[src/rtl/ham_15_11_pkg.sv]
// ham_15_11_pkg
// Shared definitions for the Hamming(15,11) encoder/decoder pair:
//   - code geometry constants (HAM_N, HAM_K) and parity-bit positions
//   - serial encoder FSM state type and last-bit index
//   - ham_encode(): data word -> codeword, also the reference model for
//     the decoder bench
package ham_15_11_pkg;

  localparam int unsigned HAM_N = 32'd15;
  localparam int unsigned HAM_K = 32'd11;

  // Parity bits sit at the power-of-two positions (1-based 1, 2, 4, 8)
  localparam int unsigned PAR_POS_0 = 32'd0;
  localparam int unsigned PAR_POS_1 = 32'd1;
  localparam int unsigned PAR_POS_2 = 32'd3;
  localparam int unsigned PAR_POS_3 = 32'd7;

  // Index of the final serial bit (c[14])
  localparam logic [3:0] LAST_IDX = 4'd14;

  typedef enum logic {
    ST_IDLE  = 1'b0,
    ST_SHIFT = 1'b1
  } enc_state_t;

  // Place data bits in the non-parity positions, then fill parity so that
  // the syndrome of a clean word is zero.
  function automatic logic [14:0] ham_encode(input logic [10:0] d);
    logic [14:0] c;
    c      = 15'd0;
    c[2]   = d[0];
    c[4]   = d[1];
    c[5]   = d[2];
    c[6]   = d[3];
    c[8]   = d[4];
    c[9]   = d[5];
    c[10]  = d[6];
    c[11]  = d[7];
    c[12]  = d[8];
    c[13]  = d[9];
    c[14]  = d[10];
    c[PAR_POS_0] = c[2] ^ c[4] ^ c[6] ^ c[8] ^ c[10] ^ c[12] ^ c[14];
    c[PAR_POS_1] = c[2] ^ c[5] ^ c[6] ^ c[9] ^ c[10] ^ c[13] ^ c[14];
    c[PAR_POS_2] = c[4] ^ c[5] ^ c[6] ^ c[11] ^ c[12] ^ c[13] ^ c[14];
    c[PAR_POS_3] = c[8] ^ c[9] ^ c[10] ^ c[11] ^ c[12] ^ c[13] ^ c[14];
    return c;
  endfunction

endpackage

[src/rtl/ham_15_11_serial_encoder_if.sv]
// ham_15_11_serial_encoder_if
// Bundles the encoder's word-input handshake and its parallel/serial
// codeword outputs.
//   master : upstream/bench side (drives in_data, in_valid, inj_pos)
//   slave  : encoder side (drives in_ready, cw*, ser_*, sof, eof, words_sent)
interface ham_15_11_serial_encoder_if;

  logic [10:0] in_data;
  logic        in_valid;
  logic        in_ready;
  logic [3:0]  inj_pos;
  logic [14:0] cw;
  logic        cw_valid;
  logic        ser_out;
  logic        ser_valid;
  logic        sof;
  logic        eof;
  logic [15:0] words_sent;

  modport master (
    output in_data, in_valid, inj_pos,
    input  in_ready, cw, cw_valid, ser_out, ser_valid, sof, eof, words_sent
  );

  modport slave (
    input  in_data, in_valid, inj_pos,
    output in_ready, cw, cw_valid, ser_out, ser_valid, sof, eof, words_sent
  );

endinterface

[src/rtl/ham_15_11_encode_comb.sv]
// ham_15_11_encode_comb
// Purely combinational Hamming(15,11) encoder with single-bit error
// injection applied after parity generation.
//   data    in  11 : data word d[10:0]
//   inj_pos in  4  : 0 = clean, k = invert c[k-1]
//   cw      out 15 : encoded, possibly corrupted, codeword
module ham_15_11_encode_comb
  import ham_15_11_pkg::*;
(
  input  logic [HAM_K-32'd1:0] data,
  input  logic [3:0]           inj_pos,
  output logic [HAM_N-32'd1:0] cw
);

  logic [14:0] base_s;
  logic [14:0] mask_s;

  // Encode, then flip the requested bit; numbering matches the decoder's
  // syndrome (syndrome k flags c[k-1]).
  always_comb begin
    base_s = ham_encode(data);
    mask_s = 15'd0;
    if (inj_pos != 4'd0) begin
      mask_s = 15'd1 << (inj_pos - 4'd1);
    end else begin
      mask_s = 15'd0;
    end
    cw = base_s ^ mask_s;
  end

endmodule

[src/rtl/ham_15_11_serial_encoder.sv]
// ham_15_11_serial_encoder
// Accepts 11-bit words over valid/ready, presents the Hamming(15,11)
// codeword in parallel for one cycle and shifts it out LSB first over 15
// cycles. Frames stream back-to-back when a new word is offered at the last
// bit.
//   clk : rising-edge clock
//   rst : synchronous active-high reset
//   bus : slave side of ham_15_11_serial_encoder_if
//         (in_data/in_valid/inj_pos in; in_ready, cw, cw_valid, ser_out,
//          ser_valid, sof, eof, words_sent out)
module ham_15_11_serial_encoder
  import ham_15_11_pkg::*;
(
  input  logic                        clk,
  input  logic                        rst,
  ham_15_11_serial_encoder_if.slave   bus
);

  enc_state_t  state_r;
  enc_state_t  state_n_s;
  logic [3:0]  idx_r;
  logic [3:0]  idx_n_s;
  logic [14:0] shreg_r;
  logic [14:0] shreg_n_s;
  logic [14:0] enc_cw_s;
  logic [14:0] cw_r;
  logic        cw_valid_r;
  logic        ser_valid_r;
  logic        sof_r;
  logic        eof_r;
  logic [15:0] words_sent_r;
  logic        in_ready_s;
  logic        accept_s;

  ham_15_11_encode_comb u_encode (
    .data    (bus.in_data),
    .inj_pos (bus.inj_pos),
    .cw      (enc_cw_s)
  );

  // Ready while idle or on the last bit; held low during reset so nothing
  // is accepted in a cycle that is being reset.
  always_comb begin
    in_ready_s = 1'b0;
    if (rst) begin
      in_ready_s = 1'b0;
    end else if (state_r == ST_IDLE) begin
      in_ready_s = 1'b1;
    end else if (idx_r == LAST_IDX) begin
      in_ready_s = 1'b1;
    end else begin
      in_ready_s = 1'b0;
    end
    accept_s = bus.in_valid & in_ready_s;
  end

  // Next-state logic: load on accept, otherwise shift or drop back to idle.
  always_comb begin
    state_n_s = state_r;
    idx_n_s   = idx_r;
    shreg_n_s = shreg_r;
    case (state_r)
      ST_IDLE: begin
        if (accept_s) begin
          state_n_s = ST_SHIFT;
          idx_n_s   = 4'd0;
          shreg_n_s = enc_cw_s;
        end else begin
          state_n_s = ST_IDLE;
        end
      end
      ST_SHIFT: begin
        if (accept_s) begin
          state_n_s = ST_SHIFT;
          idx_n_s   = 4'd0;
          shreg_n_s = enc_cw_s;
        end else if (idx_r == LAST_IDX) begin
          // Clear so ser_out idles at 0 between frames
          state_n_s = ST_IDLE;
          idx_n_s   = 4'd0;
          shreg_n_s = 15'd0;
        end else begin
          state_n_s = ST_SHIFT;
          idx_n_s   = idx_r + 4'd1;
          shreg_n_s = {1'b0, shreg_r[14:1]};
        end
      end
      default: begin
        state_n_s = ST_IDLE;
        idx_n_s   = 4'd0;
        shreg_n_s = 15'd0;
      end
    endcase
  end

  // State, shift register and registered frame outputs.
  always_ff @(posedge clk) begin
    if (rst) begin
      state_r      <= ST_IDLE;
      idx_r        <= 4'd0;
      shreg_r      <= 15'd0;
      cw_r         <= 15'd0;
      cw_valid_r   <= 1'b0;
      ser_valid_r  <= 1'b0;
      sof_r        <= 1'b0;
      eof_r        <= 1'b0;
      words_sent_r <= 16'd0;
    end else begin
      state_r     <= state_n_s;
      idx_r       <= idx_n_s;
      shreg_r     <= shreg_n_s;
      cw_valid_r  <= accept_s;
      sof_r       <= accept_s;
      ser_valid_r <= (state_n_s == ST_SHIFT);
      eof_r       <= (state_n_s == ST_SHIFT) && (idx_n_s == LAST_IDX);
      if (accept_s) begin
        cw_r <= enc_cw_s;
      end else begin
        cw_r <= cw_r;
      end
      // Count the frame during the cycle its last bit is on the wire
      if (eof_r) begin
        words_sent_r <= words_sent_r + 16'd1;
      end else begin
        words_sent_r <= words_sent_r;
      end
    end
  end

  assign bus.in_ready   = in_ready_s;
  assign bus.cw         = cw_r;
  assign bus.cw_valid   = cw_valid_r;
  assign bus.ser_out    = shreg_r[0];
  assign bus.ser_valid  = ser_valid_r;
  assign bus.sof        = sof_r;
  assign bus.eof        = eof_r;
  assign bus.words_sent = words_sent_r;

endmodule

[src/flat_wrapper.sv]
// flat-port wrapper written by rule: the top's interface ports become plain ports
module ham_15_11_serial_encoder_flat import ham_15_11_pkg::*;
  (clk, rst, bus_in_data, bus_in_valid, bus_inj_pos, bus_in_ready, bus_cw, bus_cw_valid, bus_ser_out, bus_ser_valid, bus_sof, bus_eof, bus_words_sent);
  ham_15_11_serial_encoder_if bus_i ();
  input  logic clk;
  input  logic rst;
  input wire logic [$bits(bus_i.in_data)-1:0] bus_in_data;
  input wire logic [$bits(bus_i.in_valid)-1:0] bus_in_valid;
  input wire logic [$bits(bus_i.inj_pos)-1:0] bus_inj_pos;
  output wire logic [$bits(bus_i.in_ready)-1:0] bus_in_ready;
  output wire logic [$bits(bus_i.cw)-1:0] bus_cw;
  output wire logic [$bits(bus_i.cw_valid)-1:0] bus_cw_valid;
  output wire logic [$bits(bus_i.ser_out)-1:0] bus_ser_out;
  output wire logic [$bits(bus_i.ser_valid)-1:0] bus_ser_valid;
  output wire logic [$bits(bus_i.sof)-1:0] bus_sof;
  output wire logic [$bits(bus_i.eof)-1:0] bus_eof;
  output wire logic [$bits(bus_i.words_sent)-1:0] bus_words_sent;
  assign bus_i.in_data = bus_in_data;
  assign bus_i.in_valid = bus_in_valid;
  assign bus_i.inj_pos = bus_inj_pos;
  assign bus_in_ready = bus_i.in_ready;
  assign bus_cw = bus_i.cw;
  assign bus_cw_valid = bus_i.cw_valid;
  assign bus_ser_out = bus_i.ser_out;
  assign bus_ser_valid = bus_i.ser_valid;
  assign bus_sof = bus_i.sof;
  assign bus_eof = bus_i.eof;
  assign bus_words_sent = bus_i.words_sent;
  ham_15_11_serial_encoder u_core (.clk(clk), .rst(rst), .bus(bus_i));
endmodule
[config.mk]
export PLATFORM = sky130hd
export DESIGN_NAME = ham_15_11_serial_encoder_flat
export DESIGN_NICKNAME = d
export VERILOG_FILES = /design/src/rtl/ham_15_11_pkg.sv /design/src/rtl/ham_15_11_serial_encoder_if.sv /design/src/rtl/ham_15_11_encode_comb.sv /design/src/rtl/ham_15_11_serial_encoder.sv /design/src/flat_wrapper.sv
export SDC_FILE = /design/constraint.sdc
export NUM_CORES = 1
export LEC_CHECK = 0
export ABC_AREA = 1
export BUFFER_PORTS_ARGS = -buffer_cell sky130_fd_sc_hd__buf_2
export CAP_MARGIN = 10
export CORE_ASPECT_RATIO = 0.9
export CORE_UTILIZATION = 50
export DETAILED_ROUTE_END_ITERATION = 12
export PLACE_DENSITY = 0.76
export SETUP_SLACK_MARGIN = 0.2
export SYNTH_ARGS = -nofsm -noshare
export SYNTH_HDL_FRONTEND = slang
export SYNTH_SLANG_ARGS = --single-unit
[constraint.sdc]
create_clock -name clk -period 1.5 [get_ports clk]
set_input_delay 0.3 -clock clk [delete_from_list [all_inputs] [get_ports clk]]
set_output_delay 0.3 -clock clk [all_outputs]
set_load 0.1 [all_outputs]
==> results.sh <==
export IMPL_status="finished, violations left"
export IMPL_violations="negative setup slack"
export IMPL_crit_chain="inv_2 -> ha_4 -> nand3_4 -> nand2_4 -> clkinv_4 -> nor2_4 -> buf_12"
export IMPL_cts_buffer_depth=2
export IMPL_gp_congestion=0.977
export IMPL_synth_enable_flop_cells=0
export IMPL_critPathCaptureType="primary output"
export IMPL_start_util=0.533
export IMPL_dp_hpwl_um=5260
export IMPL_slew_headroom=0.744
export IMPL_tritoncts="yes"
export IMPL_netlist_area_leader_share=0.370
export IMPL_wirelength_um=8280
export IMPL_areaGrowthSynthToFinish_pct=41.4
export IMPL_finClkSkew_ns=0.00480
export IMPL_finalHoldViolCount=0
export IMPL_drive_gt1_frac=0.331
export IMPL_drtIter0Drc=242
export IMPL_clock_latency_ns=0.31
export IMPL_finalInstanceArea_sq_mm=0.00405
export IMPL_avgRoutedWirePerCell_um=14.2
export IMPL_die_area_sq_mm=0.00604
export IMPL_rows=25
export IMPL_yosys_top_cells_area="dfxtp_1, nand2_1, inv_1"
export IMPL_tritoncts_num_buffers=5
export IMPL_first_pass_iters=4
export IMPL_critPathBufInv=3
export IMPL_place_area_sq_mm=0.00344
export IMPL_worstMarginPinSlew_ns=0.384
export IMPL_path_class="reg -> out"
export IMPL_synthArstFlopShare=0
export IMPL_path_delay_family="flip-flops"
export IMPL_cts_root_buf="clkbuf_8"
export IMPL_layout_worst_path_cycle_share=1.10
export IMPL_worstHoldPathType="in -> reg"
export IMPL_vias=3059
export IMPL_ys_warnings_count=0
export IMPL_core_region_area_sq_mm=0.00538
export IMPL_cts_sinks=53
export IMPL_postRouteAntennaNets=0
export IMPL_period_needed_ns=1.66
export IMPL_synth_nets=456
export IMPL_maxSlewViolCount=0
export IMPL_worstPathMaxFanout=2
export IMPL_finalSetupViolations=33
export IMPL_synth_largest_area_cell="dfxtp_1"
export IMPL_clk_pin_slew_ns=0.10
export IMPL_ir_drop_mv=0.696
export IMPL_power_density_mw_per_mm2=758
export IMPL_port_buffers=54
export IMPL_track_usage=0.279
export IMPL_vias_per_cell=5.27
export IMPL_synth_distinct_cells=36
export IMPL_rsz0062_at_grt="yes"
export IMPL_power_leakage_nw=1.97
export IMPL_die_x_um=81.8
export IMPL_cap_violations=0
export IMPL_antenna_found_initial=0
export IMPL_ys_ff_latch=53
export IMPL_cts_max_level=2
export IMPL_synth_top_cells_by_count="nand2_1, inv_1, dfxtp_1, a21oi_1, nor2_1"
export IMPL_grt_pass1_vias=2715
export IMPL_cp_data_arrival_time_ns=1.36
export IMPL_drc=0
export IMPL_fp_dieH_um=73.8
export IMPL_grt_pass1_wl_um=12700
export IMPL_grt_overflow_total=0
export IMPL_worstPathRequired_ns=1.20
export IMPL_hold_slack_ns=0.357
export IMPL_layout_setup_ws_ns=-0.155
export IMPL_io_pins=55
export IMPL_max_stage_delay_ns=0.34
export IMPL_slowest_stage="dfxtp_2"
export IMPL_syn_inst=435
export IMPL_yosysSeqAreaShare=0.370
export IMPL_cp_start_kind="flop"
export IMPL_netlist_area_sq_mm=0.00287
export IMPL_setup_tns_ns=-1.85
export IMPL_postSynthAreaPerCell_sq_um=6.59
export IMPL_synth_most_common_cell="nand2_1"
export IMPL_diodes=0
export IMPL_synth_main_ff_cell="dfxtp_1"
export IMPL_grt_start_max_net_pins=34
export IMPL_fin_nets=534
export IMPL_fmax_mhz=604
-- metal layers --
layer  GRT usage  routed length [um]  vias to the layer above
met2       0.448                3950                      101
met5           0                   0                        -
li1            -                   -                     1516
met3      0.0422                 333                       10
met4      0.0916                 109                        0
met1       0.381                3890                     1432
-- worst min-delay path: cells and delay by family --
family	cells	cell delay, ns
buf+inv	1	0.13
simple gates	2	0.21
-- through the flow --
step                       util  worst slack (ns)  instances  total power [W]
after floorplan               -           -0.0634        435          0.00201
after global placement    0.639            0.0983        554          0.00215
after global routing      0.753            -0.195        581          0.00321
after CTS                 0.710            -0.142        571          0.00302
final                     0.753            -0.155        581          0.00307
after detailed placement  0.639            0.0425        554          0.00217
-- layout by cell type, fill, tap and decap left out, types with 3 or more instances in the layout --
cell,count
a21oi_1,28
nand2_1,140
inv_1,58
o221ai_2,4
buf_6,23
xor2_1,15
clkbuf_8,5
o22ai_2,3
o21ai_1,3
nor2_1,27
nor3_1,3
dfxtp_1,32
o21ai_0,5
nand2_2,13
dfxtp_4,15
nand3_2,3
buf_4,35
o211ai_1,3
buf_2,17
a21oi_2,4
dfxtp_2,6
buf_12,5
nand2_4,4
nand3_1,22
inv_2,6
nor2_4,3
-- final cells by class --
type | instances | area, sq um
multi-input combinational | 304 | 1760
fill | 417 | 1330
inverter | 69 | 292
tap | 67 | 83.8
clock inverter | 3 | 17.5
sequential | 53 | 1120
timing repair buffer | 80 | 707
clock buffer | 5 | 68.8
-- final timing paths --
kind                startpoint  slack, ns                 end  depth (start not counted)
max            u_core.idx_r[0]      -0.16        bus_in_ready                          7
min               bus_in_valid       0.36      u_core.state_r                          3
max reg2reg    u_core.idx_r[0]      -0.14  u_core.shreg_r[11]                         11
min reg2reg  u_core.bus.cw[10]       0.47   u_core.bus.cw[10]                          2
-- where the power goes --
part	internal (W)	switching (W)	total, W
sequential	0.00143	0.0000269	0.00146
clock	0.000324	0.000489	0.000813
combinational	0.000241	0.000559	0.000800
-- sequential cells by signal, summed over array words and instances, names as in the netlist --
register and flops:
u_core.state_r 1, u_core.bus.cw 15, u_core.bus.eof 1, u_core.bus.words_sent 16, u_core.bus.cw_valid 1, u_core.idx_r 4, u_core.shreg_r 15
-- what timing repair did --
item                       4_1_cts  5_1_grt
setup buffers                    8       10
pin swaps                        6       11
hold buffers                     0        0
gates resized for setup         64       43
cloned                           1        0
setup endpoints to repair       73       60
-- logic make-up after synthesis --
group	synth area share
xor gates and xnor gates	0.0489
DFF	0.370
AOI/OAI and AO/OA	0.110
adders and majority gates	0.0131
and+or+nand+nor	0.347
buffers and inverters	0.111
Power figures use the tool's default switching activity.
